File: src/rtl/multicycle_control.sv
// Multicycle instruction sequencer: FETCH/DECODE/EXEC/MEM/WB with a flag register and MUL counter.
// Control outputs are registered from the next-state decode; STR completion pc_wr follows mem_ready.
module multicycle_control #(
    parameter int unsigned ALU_CTRL_W = 3,
    parameter int unsigned MUL_CYCLES = 4
) (
    input  logic                  clk,
    input  logic                  rst_n,
    input  logic                  i_instr_valid,
    input  logic [3:0]            i_cond,
    input  logic [1:0]            i_op,
    input  logic [5:0]            i_funct,
    input  logic [1:0]            i_sh,
    input  logic [3:0]            i_alu_flags,
    input  logic                  i_mem_ready,
    output logic                  o_instr_ready,
    output logic [3:0]            o_flags,
    output logic [ALU_CTRL_W-1:0] o_alu_ctrl,
    output logic                  o_sel_pc,
    output logic                  o_sel_dira,
    output logic                  o_sel_b,
    output logic                  o_sel_wb,
    output logic                  o_sel_dest,
    output logic                  o_reg_wr,
    output logic                  o_mem_wr,
    output logic                  o_mem_rd,
    output logic                  o_pc_wr,
    output logic [1:0]            o_imm_src
);

    typedef enum logic [2:0] {StFetch, StDecode, StExec, StMem, StWb} state_e;
    typedef enum logic [2:0] {ClsIllegal, ClsDp, ClsMul, ClsStr, ClsLdr, ClsBranch} class_e;

    localparam logic [3:0] MulLast = 4'(MUL_CYCLES - 1);

    function automatic class_e decode_class(input logic [1:0] op, input logic [5:0] funct,
                                            input logic [1:0] sh);
        class_e cls;
        cls = ClsIllegal;
        case (op)
            2'd0: begin
                if (funct[5:4] != 2'b00) begin
                    if (funct[4:1] inside {4'd2, 4'd4, 4'd12}) begin
                        cls = ClsDp;
                    end else if (funct[4:1] == 4'd13 && !sh[1]) begin
                        cls = ClsDp;
                    end
                end else if (funct[3:1] == 3'b000) begin
                    cls = ClsMul;
                end
            end
            2'd1: begin
                if (funct[2]) begin
                    cls = funct[0] ? ClsLdr : ClsStr;
                end
            end
            2'd2: cls = ClsBranch;
            default: cls = ClsIllegal;
        endcase
        return cls;
    endfunction

    function automatic logic [2:0] dp_alu_code(input logic [5:0] funct, input logic [1:0] sh);
        logic [2:0] code;
        case (funct[4:1])
            4'd2:    code = 3'd1;
            4'd12:   code = 3'd3;
            4'd13:   code = sh[0] ? 3'd5 : 3'd4;
            default: code = 3'd0;
        endcase
        return code;
    endfunction

    // flags bit order: 0 Z, 1 N, 2 C, 3 V
    function automatic logic cond_pass(input logic [3:0] cond, input logic [3:0] fl);
        logic pass;
        case (cond)
            4'd0:    pass = fl[0];
            4'd1:    pass = !fl[0];
            4'd2:    pass = fl[2];
            4'd3:    pass = !fl[2];
            4'd4:    pass = fl[1];
            4'd5:    pass = !fl[1];
            4'd6:    pass = fl[3];
            4'd7:    pass = !fl[3];
            4'd8:    pass = fl[2] && !fl[0];
            4'd9:    pass = !fl[2] || fl[0];
            4'd10:   pass = (fl[1] == fl[3]);
            4'd11:   pass = (fl[1] != fl[3]);
            4'd12:   pass = !fl[0] && (fl[1] == fl[3]);
            4'd13:   pass = fl[0] || (fl[1] != fl[3]);
            4'd14:   pass = 1'b1;
            default: pass = 1'b0;
        endcase
        return pass;
    endfunction

    state_e                r_state, w_state_d;
    logic [3:0]            r_cond, w_cond_d;
    logic [1:0]            r_op, w_op_d;
    logic [5:0]            r_funct, w_funct_d;
    logic [1:0]            r_sh, w_sh_d;
    logic [3:0]            r_cnt, w_cnt_d;
    logic [3:0]            r_flags, w_flags_d;
    class_e                w_cls, w_cls_d;
    logic                  w_exec_d;
    logic                  w_str_done;

    logic                  r_instr_ready, w_instr_ready_d;
    logic [ALU_CTRL_W-1:0] r_alu_ctrl, w_alu_ctrl_d;
    logic                  r_sel_pc, w_sel_pc_d;
    logic                  r_sel_dira, w_sel_dira_d;
    logic                  r_sel_b, w_sel_b_d;
    logic                  r_sel_wb, w_sel_wb_d;
    logic                  r_sel_dest, w_sel_dest_d;
    logic                  r_reg_wr, w_reg_wr_d;
    logic                  r_mem_wr, w_mem_wr_d;
    logic                  r_mem_rd, w_mem_rd_d;
    logic                  r_pc_wr, w_pc_wr_d;
    logic [1:0]            r_imm_src, w_imm_src_d;

    assign w_cls = decode_class(r_op, r_funct, r_sh);

    always_comb begin
        w_state_d = r_state;
        w_cond_d  = r_cond;
        w_op_d    = r_op;
        w_funct_d = r_funct;
        w_sh_d    = r_sh;
        w_cnt_d   = r_cnt;
        w_flags_d = r_flags;
        unique case (r_state)
            StFetch: begin
                if (i_instr_valid) begin
                    w_cond_d  = i_cond;
                    w_op_d    = i_op;
                    w_funct_d = i_funct;
                    w_sh_d    = i_sh;
                    w_state_d = StDecode;
                end
            end
            StDecode: begin
                w_cnt_d = 4'd0;
                if (cond_pass(r_cond, r_flags) && w_cls != ClsIllegal) begin
                    w_state_d = StExec;
                end else begin
                    w_state_d = StFetch;
                end
            end
            StExec: begin
                case (w_cls)
                    ClsDp: begin
                        w_state_d = StWb;
                        if (r_funct[0]) begin
                            w_flags_d = i_alu_flags;
                        end
                    end
                    ClsMul: begin
                        if (r_cnt == MulLast) begin
                            w_cnt_d   = 4'd0;
                            w_state_d = StWb;
                            if (r_funct[0]) begin
                                w_flags_d = i_alu_flags;
                            end
                        end else begin
                            w_cnt_d = r_cnt + 4'd1;
                        end
                    end
                    ClsStr, ClsLdr: w_state_d = StMem;
                    default:        w_state_d = StFetch;
                endcase
            end
            StMem: begin
                if (i_mem_ready) begin
                    w_state_d = (w_cls == ClsLdr) ? StWb : StFetch;
                end
            end
            StWb:    w_state_d = StFetch;
            default: w_state_d = StFetch;
        endcase
    end

    assign w_cls_d  = decode_class(w_op_d, w_funct_d, w_sh_d);
    assign w_exec_d = cond_pass(w_cond_d, w_flags_d) && (w_cls_d != ClsIllegal);

    // Output values for the cycle about to start, so they can be registered.
    always_comb begin
        w_instr_ready_d = 1'b0;
        w_alu_ctrl_d    = '0;
        w_sel_pc_d      = 1'b0;
        w_sel_dira_d    = 1'b0;
        w_sel_b_d       = 1'b0;
        w_sel_wb_d      = 1'b0;
        w_sel_dest_d    = 1'b0;
        w_reg_wr_d      = 1'b0;
        w_mem_wr_d      = 1'b0;
        w_mem_rd_d      = 1'b0;
        w_pc_wr_d       = 1'b0;
        w_imm_src_d     = 2'd0;
        unique case (w_state_d)
            StFetch:  w_instr_ready_d = 1'b1;
            StDecode: w_pc_wr_d = !w_exec_d;
            StExec: begin
                case (w_cls_d)
                    ClsDp: begin
                        w_alu_ctrl_d = ALU_CTRL_W'(dp_alu_code(w_funct_d, w_sh_d));
                        w_sel_b_d    = w_funct_d[5];
                        w_sel_dira_d = 1'b1;
                        w_sel_dest_d = 1'b1;
                    end
                    ClsMul: w_alu_ctrl_d = ALU_CTRL_W'(3'd2);
                    ClsStr, ClsLdr: begin
                        w_sel_b_d   = w_funct_d[5];
                        w_imm_src_d = 2'd1;
                    end
                    ClsBranch: begin
                        w_imm_src_d = 2'd2;
                        w_sel_pc_d  = 1'b1;
                        w_pc_wr_d   = 1'b1;
                    end
                    default: ;
                endcase
            end
            StMem: begin
                w_mem_wr_d = (w_cls_d == ClsStr);
                w_mem_rd_d = (w_cls_d == ClsLdr);
            end
            StWb: begin
                w_reg_wr_d   = 1'b1;
                w_sel_dest_d = 1'b1;
                w_pc_wr_d    = 1'b1;
                w_sel_wb_d   = (w_cls_d == ClsLdr);
            end
            default: ;
        endcase
    end

    always_ff @(posedge clk or negedge rst_n) begin
        if (!rst_n) begin
            r_state       <= StFetch;
            r_cond        <= 4'd0;
            r_op          <= 2'd0;
            r_funct       <= 6'd0;
            r_sh          <= 2'd0;
            r_cnt         <= 4'd0;
            r_flags       <= 4'd0;
            r_instr_ready <= 1'b1;
            r_alu_ctrl    <= '0;
            r_sel_pc      <= 1'b0;
            r_sel_dira    <= 1'b0;
            r_sel_b       <= 1'b0;
            r_sel_wb      <= 1'b0;
            r_sel_dest    <= 1'b0;
            r_reg_wr      <= 1'b0;
            r_mem_wr      <= 1'b0;
            r_mem_rd      <= 1'b0;
            r_pc_wr       <= 1'b0;
            r_imm_src     <= 2'd0;
        end else begin
            r_state       <= w_state_d;
            r_cond        <= w_cond_d;
            r_op          <= w_op_d;
            r_funct       <= w_funct_d;
            r_sh          <= w_sh_d;
            r_cnt         <= w_cnt_d;
            r_flags       <= w_flags_d;
            r_instr_ready <= w_instr_ready_d;
            r_alu_ctrl    <= w_alu_ctrl_d;
            r_sel_pc      <= w_sel_pc_d;
            r_sel_dira    <= w_sel_dira_d;
            r_sel_b       <= w_sel_b_d;
            r_sel_wb      <= w_sel_wb_d;
            r_sel_dest    <= w_sel_dest_d;
            r_reg_wr      <= w_reg_wr_d;
            r_mem_wr      <= w_mem_wr_d;
            r_mem_rd      <= w_mem_rd_d;
            r_pc_wr       <= w_pc_wr_d;
            r_imm_src     <= w_imm_src_d;
        end
    end

    // A store retires in the very cycle memory accepts it.
    assign w_str_done = (r_state == StMem) && (w_cls == ClsStr) && i_mem_ready;

    assign o_instr_ready = r_instr_ready;
    assign o_flags       = r_flags;
    assign o_alu_ctrl    = r_alu_ctrl;
    assign o_sel_pc      = r_sel_pc;
    assign o_sel_dira    = r_sel_dira;
    assign o_sel_b       = r_sel_b;
    assign o_sel_wb      = r_sel_wb;
    assign o_sel_dest    = r_sel_dest;
    assign o_reg_wr      = r_reg_wr;
    assign o_mem_wr      = r_mem_wr;
    assign o_mem_rd      = r_mem_rd;
    assign o_pc_wr       = r_pc_wr | w_str_done;
    assign o_imm_src     = r_imm_src;

endmodule

File: config.mk
export PLATFORM = sky130hd
export DESIGN_NAME = multicycle_control
export DESIGN_NICKNAME = d
export VERILOG_FILES = /design/src/rtl/multicycle_control.sv
export SDC_FILE = /design/constraint.sdc
export NUM_CORES = 1
export LEC_CHECK = 0
export BUFFER_PORTS_ARGS = -buffer_cell sky130_fd_sc_hd__buf_2
export CAP_MARGIN = 20
export CORE_ASPECT_RATIO = 0.7
export CORE_MARGIN = 1.5
export CORE_UTILIZATION = 45
export CTS_CLUSTER_DIAMETER = 80
export CTS_CLUSTER_SIZE = 8
export DETAILED_ROUTE_END_ITERATION = 10
export HOLD_SLACK_MARGIN = 0.06
export PLACE_DENSITY = 0.78
export SKIP_CTS_REPAIR_TIMING = 1
export SLEW_MARGIN = 30
export SYNTH_ARGS = -nofsm -noshare
export SYNTH_HDL_FRONTEND = slang
export SYNTH_SLANG_ARGS = --single-unit
File: constraint.sdc
create_clock -name clk -period 7.7 [get_ports clk]
set_input_delay 1.54 -clock clk [delete_from_list [all_inputs] [get_ports clk]]
set_output_delay 1.54 -clock clk [all_outputs]
set_load 0.005 [all_outputs]
==> impl_metrics.env, run 1 <==
export IMPL_outcome="finished clean"
export IMPL_setup_total_negative_slack_ps=0
export IMPL_cp_data_arrival_time_ps=2250
export IMPL_finalSetupViolCount=0
export IMPL_nFillCells=447
export IMPL_area_delta_synth_final_pct=16.28
export IMPL_synthesis_area_um2=2282
export IMPL_reg2reg_from="r_state[2]"
export IMPL_detail_route_antenna_nets=0
export IMPL_fraction_of_the_yosys_area_taken_by_sequential_cells_pct=42.82
export IMPL_clk_pin_slew_worst_paths_ps=70
export IMPL_slowest_delay_ps=370
export IMPL_report_final_slew_viol_count=0
export IMPL_postSynth_topFlopCell="sky130_fd_sc_hd__dfrtp_1"
export IMPL_floorplan_die_width_um=88.12
export IMPL_core_area_um2=4835
export IMPL_route_final_wire_length_um=5308
export IMPL_post_route_drc_count=0
export IMPL_timing_critical_path_required_ps=6160
export IMPL_power_ir_vdd_worst_mv=0.1472
export IMPL_global_route_wire_length_before_repair_um=8852
export IMPL_cts_max_level=2
export IMPL_hold_class="reg -> reg"
export IMPL_post_layout_nonfiller_instances=365
export IMPL_clock_skew_final_ps=6.274
export IMPL_pre_cts_slack_ps=3499
export IMPL_drt_first_pass_iters=4
export IMPL_synth_enable_flop_cells=0
export IMPL_die_area_um2=5514
export IMPL_post_route_cells_drive_above_1_share_pct=22.30
export IMPL_tritoncts_clock_tree="done"
export IMPL_worst_setup_path_end_kind="primary output"
export IMPL_maxCapViolCount=0
export IMPL_grt_start_max_net_pins=40
export IMPL_number_of_port_buffers=40
export IMPL_initial_drc_count=192
export IMPL_synth_warning_count=0
export IMPL_finalNetCount=318
export IMPL_setup_worst_path_start="i_mem_ready"
export IMPL_grt_pass1_vias=1830
export IMPL_detailroute_via_count=2008
export IMPL_power_static_leakage_nw=1.294
export IMPL_cts_sink_count=39
export IMPL_worst_path_max_delay_cell="sky130_fd_sc_hd__o41ai_1"
export IMPL_worstSetupStartpointType="input pin"
export IMPL_drt_wirelength_per_cell_um=14.54
export IMPL_grt_ovfl_total=0
export IMPL_min_period_over_period_pct=49.28
export IMPL_minimum_clock_period_ps=3795
export IMPL_pwr_density_cell_nw_per_um2=350.4
export IMPL_min_path_cells=2
export IMPL_timing_critical_path_mode_cell="sky130_fd_sc_hd__buf_2"
export IMPL_placedCellCount=356
export IMPL_worstHoldStart="r_sh[0]"
export IMPL_postSynthNetCount=278
export IMPL_ys_seq_elements=39
export IMPL_rr_worst_depth=9
export IMPL_post_synth_cell_area_avg_um2=8.950
export IMPL_netlist_cell_type_count=59
export IMPL_die_height_um=62.58
export IMPL_clock_path_buffers=2
export IMPL_finalWorstSetupSlack_ps=3905
export IMPL_timing_fmax_mhz=263.5
export IMPL_grt_total_usage_pct=20.78
export IMPL_post_drt_via_cell_ratio=5.501
export IMPL_grt_antenna_before_repair=0
export IMPL_place_gp_congestion=0.8997
export IMPL_clock_insertion_delay_worst_skew_ps=300
export IMPL_worst_slew_pin_slew_ps=647.0
export IMPL_report_power_total_w=0.0009299
export IMPL_path_max_fanout=3
export IMPL_post_detailed_placement_half_perimeter_wirelength_um=3831
export IMPL_effective_utilization_at_floorplan_pct=47.20
export IMPL_cts_made_buffers=5
export IMPL_postSynthCellCount=255
export IMPL_timing_setup_critical_path_class="in -> out"
export IMPL_boundaryPins=41
export IMPL_fin_worst_hold_slack_ps=478.8
export IMPL_n_diodes=0
export IMPL_unrepaired_setup_endpoints_after_global_routing="no"
export IMPL_synthArstFlopShare_pct=100.0
export IMPL_hold_violations=0
export IMPL_placement_rows=21
export IMPL_clock_root_buffer="sky130_fd_sc_hd__clkbuf_8"
export IMPL_slew_headroom_pct=56.69
export IMPL_timing_critical_path_cells="buf_2, nand2_1, o41ai_1, buf_2"
==> registers in the layout (all words and copies together) (netlist names), 2 cells and up <==
name        flops
o_flags         4
r_state         3
r_cnt           4
r_funct         6
r_sh            2
r_cond          4
r_op            2
o_alu_ctrl      3
==> cell usage in the layout (no fill, tap or decap), drive strengths merged, types with 4 or more instances in the layout <==
master	n
inv	17
clkbuf	6
nor3	7
nand3	10
nor2	18
or3	4
mux2i	13
nand2	47
o21ai	14
a21oi	8
nand2b	4
a31oi	4
buf	41
dfrtp	38
nand4	8
==> cell type report <==
| cell class | count | area (um^2) | share of cell area (%) |
|---|---|---|---|
| Clock inverter | 2 | 35.03 | 1.320 |
| Clock buffer | 6 | 82.58 | 3.112 |
| Sequential cell | 39 | 977.2 | 36.82 |
| Tap cell | 69 | 86.33 | 3.253 |
| Timing Repair Buffer | 41 | 214.0 | 8.062 |
| Multi-Input combinational cell | 191 | 1195 | 45.03 |
| Inverter | 17 | 63.81 | 2.405 |
==> report_power, final <==
| part | switching (W) | total, W | leakage, nW | internal [W] |
|---|---|---|---|---|
| Sequential | 0.0000813 | 0.000346 | 0.508 | 0.000264 |
| Combinational | 0.000241 | 0.000405 | 0.725 | 0.000164 |
| Clock | 0.0000748 | 0.000180 | 0.0612 | 0.000105 |
| Total | 0.000397 | 0.000930 | 1.29 | 0.000533 |
==> cells by family after synthesis <==
kind of cell / Yosys count / synth area share [%]
AO/OA/AOI/OAI: 50 / 15.68
XOR/XNOR: 4 / 1.535
adder cells (fa/ha/maj): 1 / 0.5482
buffers and inverters: 25 / 5.208
flip-flops: 39 / 42.82
multiplexers: 13 / 5.702
AND/OR/NAND/NOR: 123 / 28.51
==> layer usage <==
metal  vias up  share of wire, %  global-route usage, %
li1        986                 -                      -
met1       959                50                  31.42
met2        53                44                  29.58
met3        10               5.1                  4.227
met4         0               1.5                  6.641
met5         -                 0                      0
==> Yosys cell counts, types with 4 or more instances <==
library cell               count  share of area, %
sky130_fd_sc_hd__nand2_1      47               7.7
sky130_fd_sc_hd__dfrtp_1      38                42
sky130_fd_sc_hd__nor2_1       18               3.0
sky130_fd_sc_hd__inv_1        16               2.6
sky130_fd_sc_hd__mux2i_1      13               5.7
sky130_fd_sc_hd__o21ai_0      13               2.9
sky130_fd_sc_hd__nand3_1       9               2.0
sky130_fd_sc_hd__a21oi_1       8               1.8
sky130_fd_sc_hd__nand4_1       8               2.2
sky130_fd_sc_hd__nor3_1        6               1.3
sky130_fd_sc_hd__nand2b_1      4               1.1
sky130_fd_sc_hd__or3_1         4               1.1
==> metrics by stage <==
stage          util (%)  instance area [um^2]
2_1_floorplan         -                  2282
3_3_place_gp      52.17                  2522
3_5_place_dp      52.17                  2522
4_1_cts           54.61                  2640
5_1_grt           54.89                  2654
6_report          54.89                  2654
==> path summary, 6_finish.rpt <==
path | end | slack (ps)
max | o_pc_wr | 3910
min | r_sh[0] | 480
max reg2reg | r_pc_wr | 4780
min reg2reg | r_sh[0] | 480
max in group asynchronous | o_instr_ready | 6130
min in group asynchronous | o_flags[2] | 1210
==> critical path, delay by kind of cell <==
family	cells	cell delay, ps
AOI/OAI and AO/OA	1	370
buffers and inverters	2	270
and+or+nand+nor	1	70
(Power assumes the default switching activity.)
==> inputs of run 2 (changes only) <==
--- a/config.mk
+++ b/config.mk
@@ -5,6 +5,7 @@
 export SDC_FILE = /design/constraint.sdc
 export NUM_CORES = 1
 export LEC_CHECK = 0
+export ABC_AREA = 1
 export BUFFER_PORTS_ARGS = -buffer_cell sky130_fd_sc_hd__buf_2
 export CAP_MARGIN = 20
 export CORE_ASPECT_RATIO = 0.7
@@ -14,7 +15,7 @@
 export CTS_CLUSTER_SIZE = 8
 export DETAILED_ROUTE_END_ITERATION = 10
 export HOLD_SLACK_MARGIN = 0.06
-export PLACE_DENSITY = 0.78
+export PLACE_DENSITY = 0.77
 export SKIP_CTS_REPAIR_TIMING = 1
 export SLEW_MARGIN = 30
 export SYNTH_ARGS = -nofsm -noshare
==> constraint.sdc (replaced) <==
create_clock -name clk -period 3.74 [get_ports clk]
set_input_delay 0.748 -clock clk [delete_from_list [all_inputs] [get_ports clk]]
set_output_delay 0.748 -clock clk [all_outputs]
set_load 0.005 [all_outputs]
==> run 2 against run 1 <==
Net effect:
- area after synthesis rose by 8.9%
- synthesized cell count rose by 35%
- register-to-register slack got worse by 3300 ps
- largest cell class unchanged
==> impl_metrics.env, run 2 <==
export IMPL_power_static_leakage_nw=1.505
export IMPL_cts_made_buffers=5
export IMPL_grt_ovfl_total=0
export IMPL_synthArstFlopShare_pct=100.0
export IMPL_p_seq_share_pct=31.5
export IMPL_route_final_wire_length_um=5906
export IMPL_worst_slew_pin_slew_ps=499.2
export IMPL_post_layout_nonfiller_instances=462
export IMPL_finalSetupViolCount=0
export IMPL_p_sw_share_pct=47.38
export IMPL_largest_reg_flops=6
export IMPL_ys_seq_elements=39
export IMPL_grt_antenna_before_repair=0
export IMPL_drt_wirelength_per_cell_um=12.78
export IMPL_path_max_fanout=25
export IMPL_minimum_clock_period_ps=2377
export IMPL_synth_top_cells_by_count="sky130_fd_sc_hd__nand2_1, sky130_fd_sc_hd__inv_1, sky130_fd_sc_hd__nor2_1"
export IMPL_grt_total_usage_pct=20.94
export IMPL_postSynthCellCount=345
export IMPL_netlist_cell_type_count=34
export IMPL_clk_pin_slew_worst_paths_ps=80
export IMPL_synth_enable_flop_cells=0
export IMPL_power_clock_fraction_pct=17.5
export IMPL_drt_first_pass_iters=5
export IMPL_crit_buf_inv=3
export IMPL_grt_pass1_vias=2050
export IMPL_wl_met3_um=422
export IMPL_timing_setup_critical_path_class="in -> reg"
export IMPL_worst_path_max_delay_cell="sky130_fd_sc_hd__nor4_1"
export IMPL_m1WireLength_um=2933
export IMPL_die_area_um2=5984
export IMPL_grt_start_max_net_pins=40
export IMPL_effective_utilization_at_floorplan_pct=47.02
export IMPL_cp_data_arrival_time_ps=2560
export IMPL_power_ir_vdd_worst_mv=0.3581
export IMPL_slowest_delay_ps=380
export IMPL_timing_critical_path_cells="buf_2, nand3_4, inv_2, or2_2, o21ai_2, nand2_1, nor4_1, nor2_1, nand2_1, inv_2, nand3_4, a21oi_2"
export IMPL_synthesis_area_um2=2485
export IMPL_clock_skew_final_ps=7.690
export IMPL_number_of_port_buffers=40
export IMPL_unrepaired_setup_endpoints_after_global_routing="no"
export IMPL_synth_top_area_share_pct=38.27
export IMPL_cts_max_level=2
export IMPL_timing_fmax_mhz=420.7
export IMPL_post_synth_cell_area_avg_um2=7.203
export IMPL_total_switching_power_w=0.0009961
export IMPL_slew_headroom_pct=66.72
export IMPL_hold_class="in -> async"
export IMPL_cpLargestDelayFamily="simple AND/OR/NAND/NOR gates"
export IMPL_leading_cell_type_in_the_layout_fill_and_taps_excluded="sky130_fd_sc_hd__nand2_1"
export IMPL_postSynthNetCount=368
export IMPL_worst_setup_path_end_kind="register"
export IMPL_tritoncts_clock_tree="done"
export IMPL_pwr_density_cell_nw_per_um2=730.3
export IMPL_placement_rows=22
export IMPL_setup_total_negative_slack_ps=0
export IMPL_post_drt_via_cell_ratio=5.037
export IMPL_place_gp_congestion=0.9504
export IMPL_worstSetupStartpointType="input pin"
export IMPL_die_height_um=65.17
export IMPL_detailroute_via_count=2327
export IMPL_timing_critical_path_required_ps=3920
export IMPL_fraction_of_the_yosys_area_taken_by_sequential_cells_pct=39.33
export IMPL_combPwrFrac_pct=51.0
export IMPL_yosys_cell_count_top_type="sky130_fd_sc_hd__nand2_1"
export IMPL_largest_register="r_funct"
export IMPL_synth_top_cells_by_area="sky130_fd_sc_hd__dfrtp_1, sky130_fd_sc_hd__nand2_1, sky130_fd_sc_hd__inv_1"
export IMPL_cts_sink_count=39
export IMPL_n_diodes=0
export IMPL_post_synth_top_area_cell="sky130_fd_sc_hd__dfrtp_1"
export IMPL_floorplan_die_width_um=91.82
export IMPL_global_route_wire_length_before_repair_um=9715
export IMPL_finalNetCount=412
export IMPL_report_final_slew_viol_count=0
export IMPL_post_route_cells_drive_above_1_share_pct=23.85
export IMPL_hold_violations=0
export IMPL_area_delta_synth_final_pct=15.86
export IMPL_postSynth_topFlopCell="sky130_fd_sc_hd__dfrtp_1"
export IMPL_detail_route_antenna_nets=0
export IMPL_synth_warning_count=0
export IMPL_core_area_um2=5285
export IMPL_post_route_drc_count=0
export IMPL_cell_internal_pwr_w=0.001106
export IMPL_post_detailed_placement_half_perimeter_wirelength_um=4597
export IMPL_top_signal_layer_used="met4"
export IMPL_boundaryPins=41
export IMPL_layout_common_cells="sky130_fd_sc_hd__nand2_1, sky130_fd_sc_hd__inv_1, sky130_fd_sc_hd__nor2_1"
export IMPL_placedCellCount=453
export IMPL_outcome="finished clean"
export IMPL_clock_root_buffer="sky130_fd_sc_hd__clkbuf_8"
export IMPL_clock_path_buffers=2
export IMPL_clock_insertion_delay_worst_skew_ps=300
export IMPL_maxCapViolCount=0
export IMPL_wl_met2_um=2517
export IMPL_min_period_over_period_pct=63.56
export IMPL_initial_drc_count=156
-- run 2: final timing paths --
check / start / endpoint / slack (ps) / depth (start not counted)
min in group clk: r_cnt[3] / r_cnt[3] / 560 / 2
worst max-delay path: i_instr_valid / o_sel_b / 1360 / 12
max in group asynchronous: rst_n / o_instr_ready / 2780 / 2
worst min-delay path: rst_n / r_sh[0] / 400 / 1
worst min register to register: r_cnt[3] / r_cnt[3] / 560 / 2
worst max register to register: r_state[2] / o_sel_b / 1440 / 13
-- run 2: routing by layer --
metal  track usage [%]  vias to the layer above
li1                  -                     1194
met1             31.17                     1048
met5                 0                        -
met2             30.32                       82
met3             6.250                        3
met4             3.654                        0
-- run 2: cells by family after synthesis --
| group | count (synthesis) | share of synthesized area [%] |
|---|---|---|
| AND/OR/NAND/NOR | 185 | 35.05 |
| buffers and inverters | 64 | 10.72 |
| AO/OA/AOI/OAI | 55 | 14.05 |
| flip-flops | 39 | 39.33 |
| XOR/XNOR | 1 | 0.3525 |
| adder cells (fa/ha/maj) | 1 | 0.5034 |
-- run 2: cell type report --
class / instances / area [um^2]
Tap cell: 72 / 90.09
Fill cell: 519 / 2406
Sequential cell: 39 / 977.2
Multi-Input combinational cell: 242 / 1241
Timing Repair Buffer: 41 / 227.7
Inverter: 60 / 225.2
Clock inverter: 2 / 35.03
Clock buffer: 6 / 82.58
-- run 2: stage by stage --
stage	instance area, um^2	worst slack, ps	hold WS, ps	utilization [%]	power [W]
3_5_place_dp	2734	1099	545.3	51.73	0.001714
6_report	2879	1363	402.3	54.47	0.002102
5_1_grt	2879	1154	423.2	54.47	0.002291
2_1_floorplan	2485	1641	452.4	-	0.001469
4_1_cts	2851	1408	565.2	53.95	0.002092
3_3_place_gp	2734	1222	532.2	51.73	0.001686
-- run 2: power by group through the flow --
| stage | registers [W] | clock network [W] | logic, W |
|---|---|---|---|
| 2_1_floorplan | 0.000633 | 0 | 0.000835 |
| 3_3_place_gp | 0.000664 | 0 | 0.00102 |
| 3_5_place_dp | 0.000670 | 0 | 0.00104 |
| 4_1_cts | 0.000661 | 0.000377 | 0.00105 |
| 5_1_grt | 0.000680 | 0.000397 | 0.00121 |
| 6_report | 0.000663 | 0.000368 | 0.00107 |
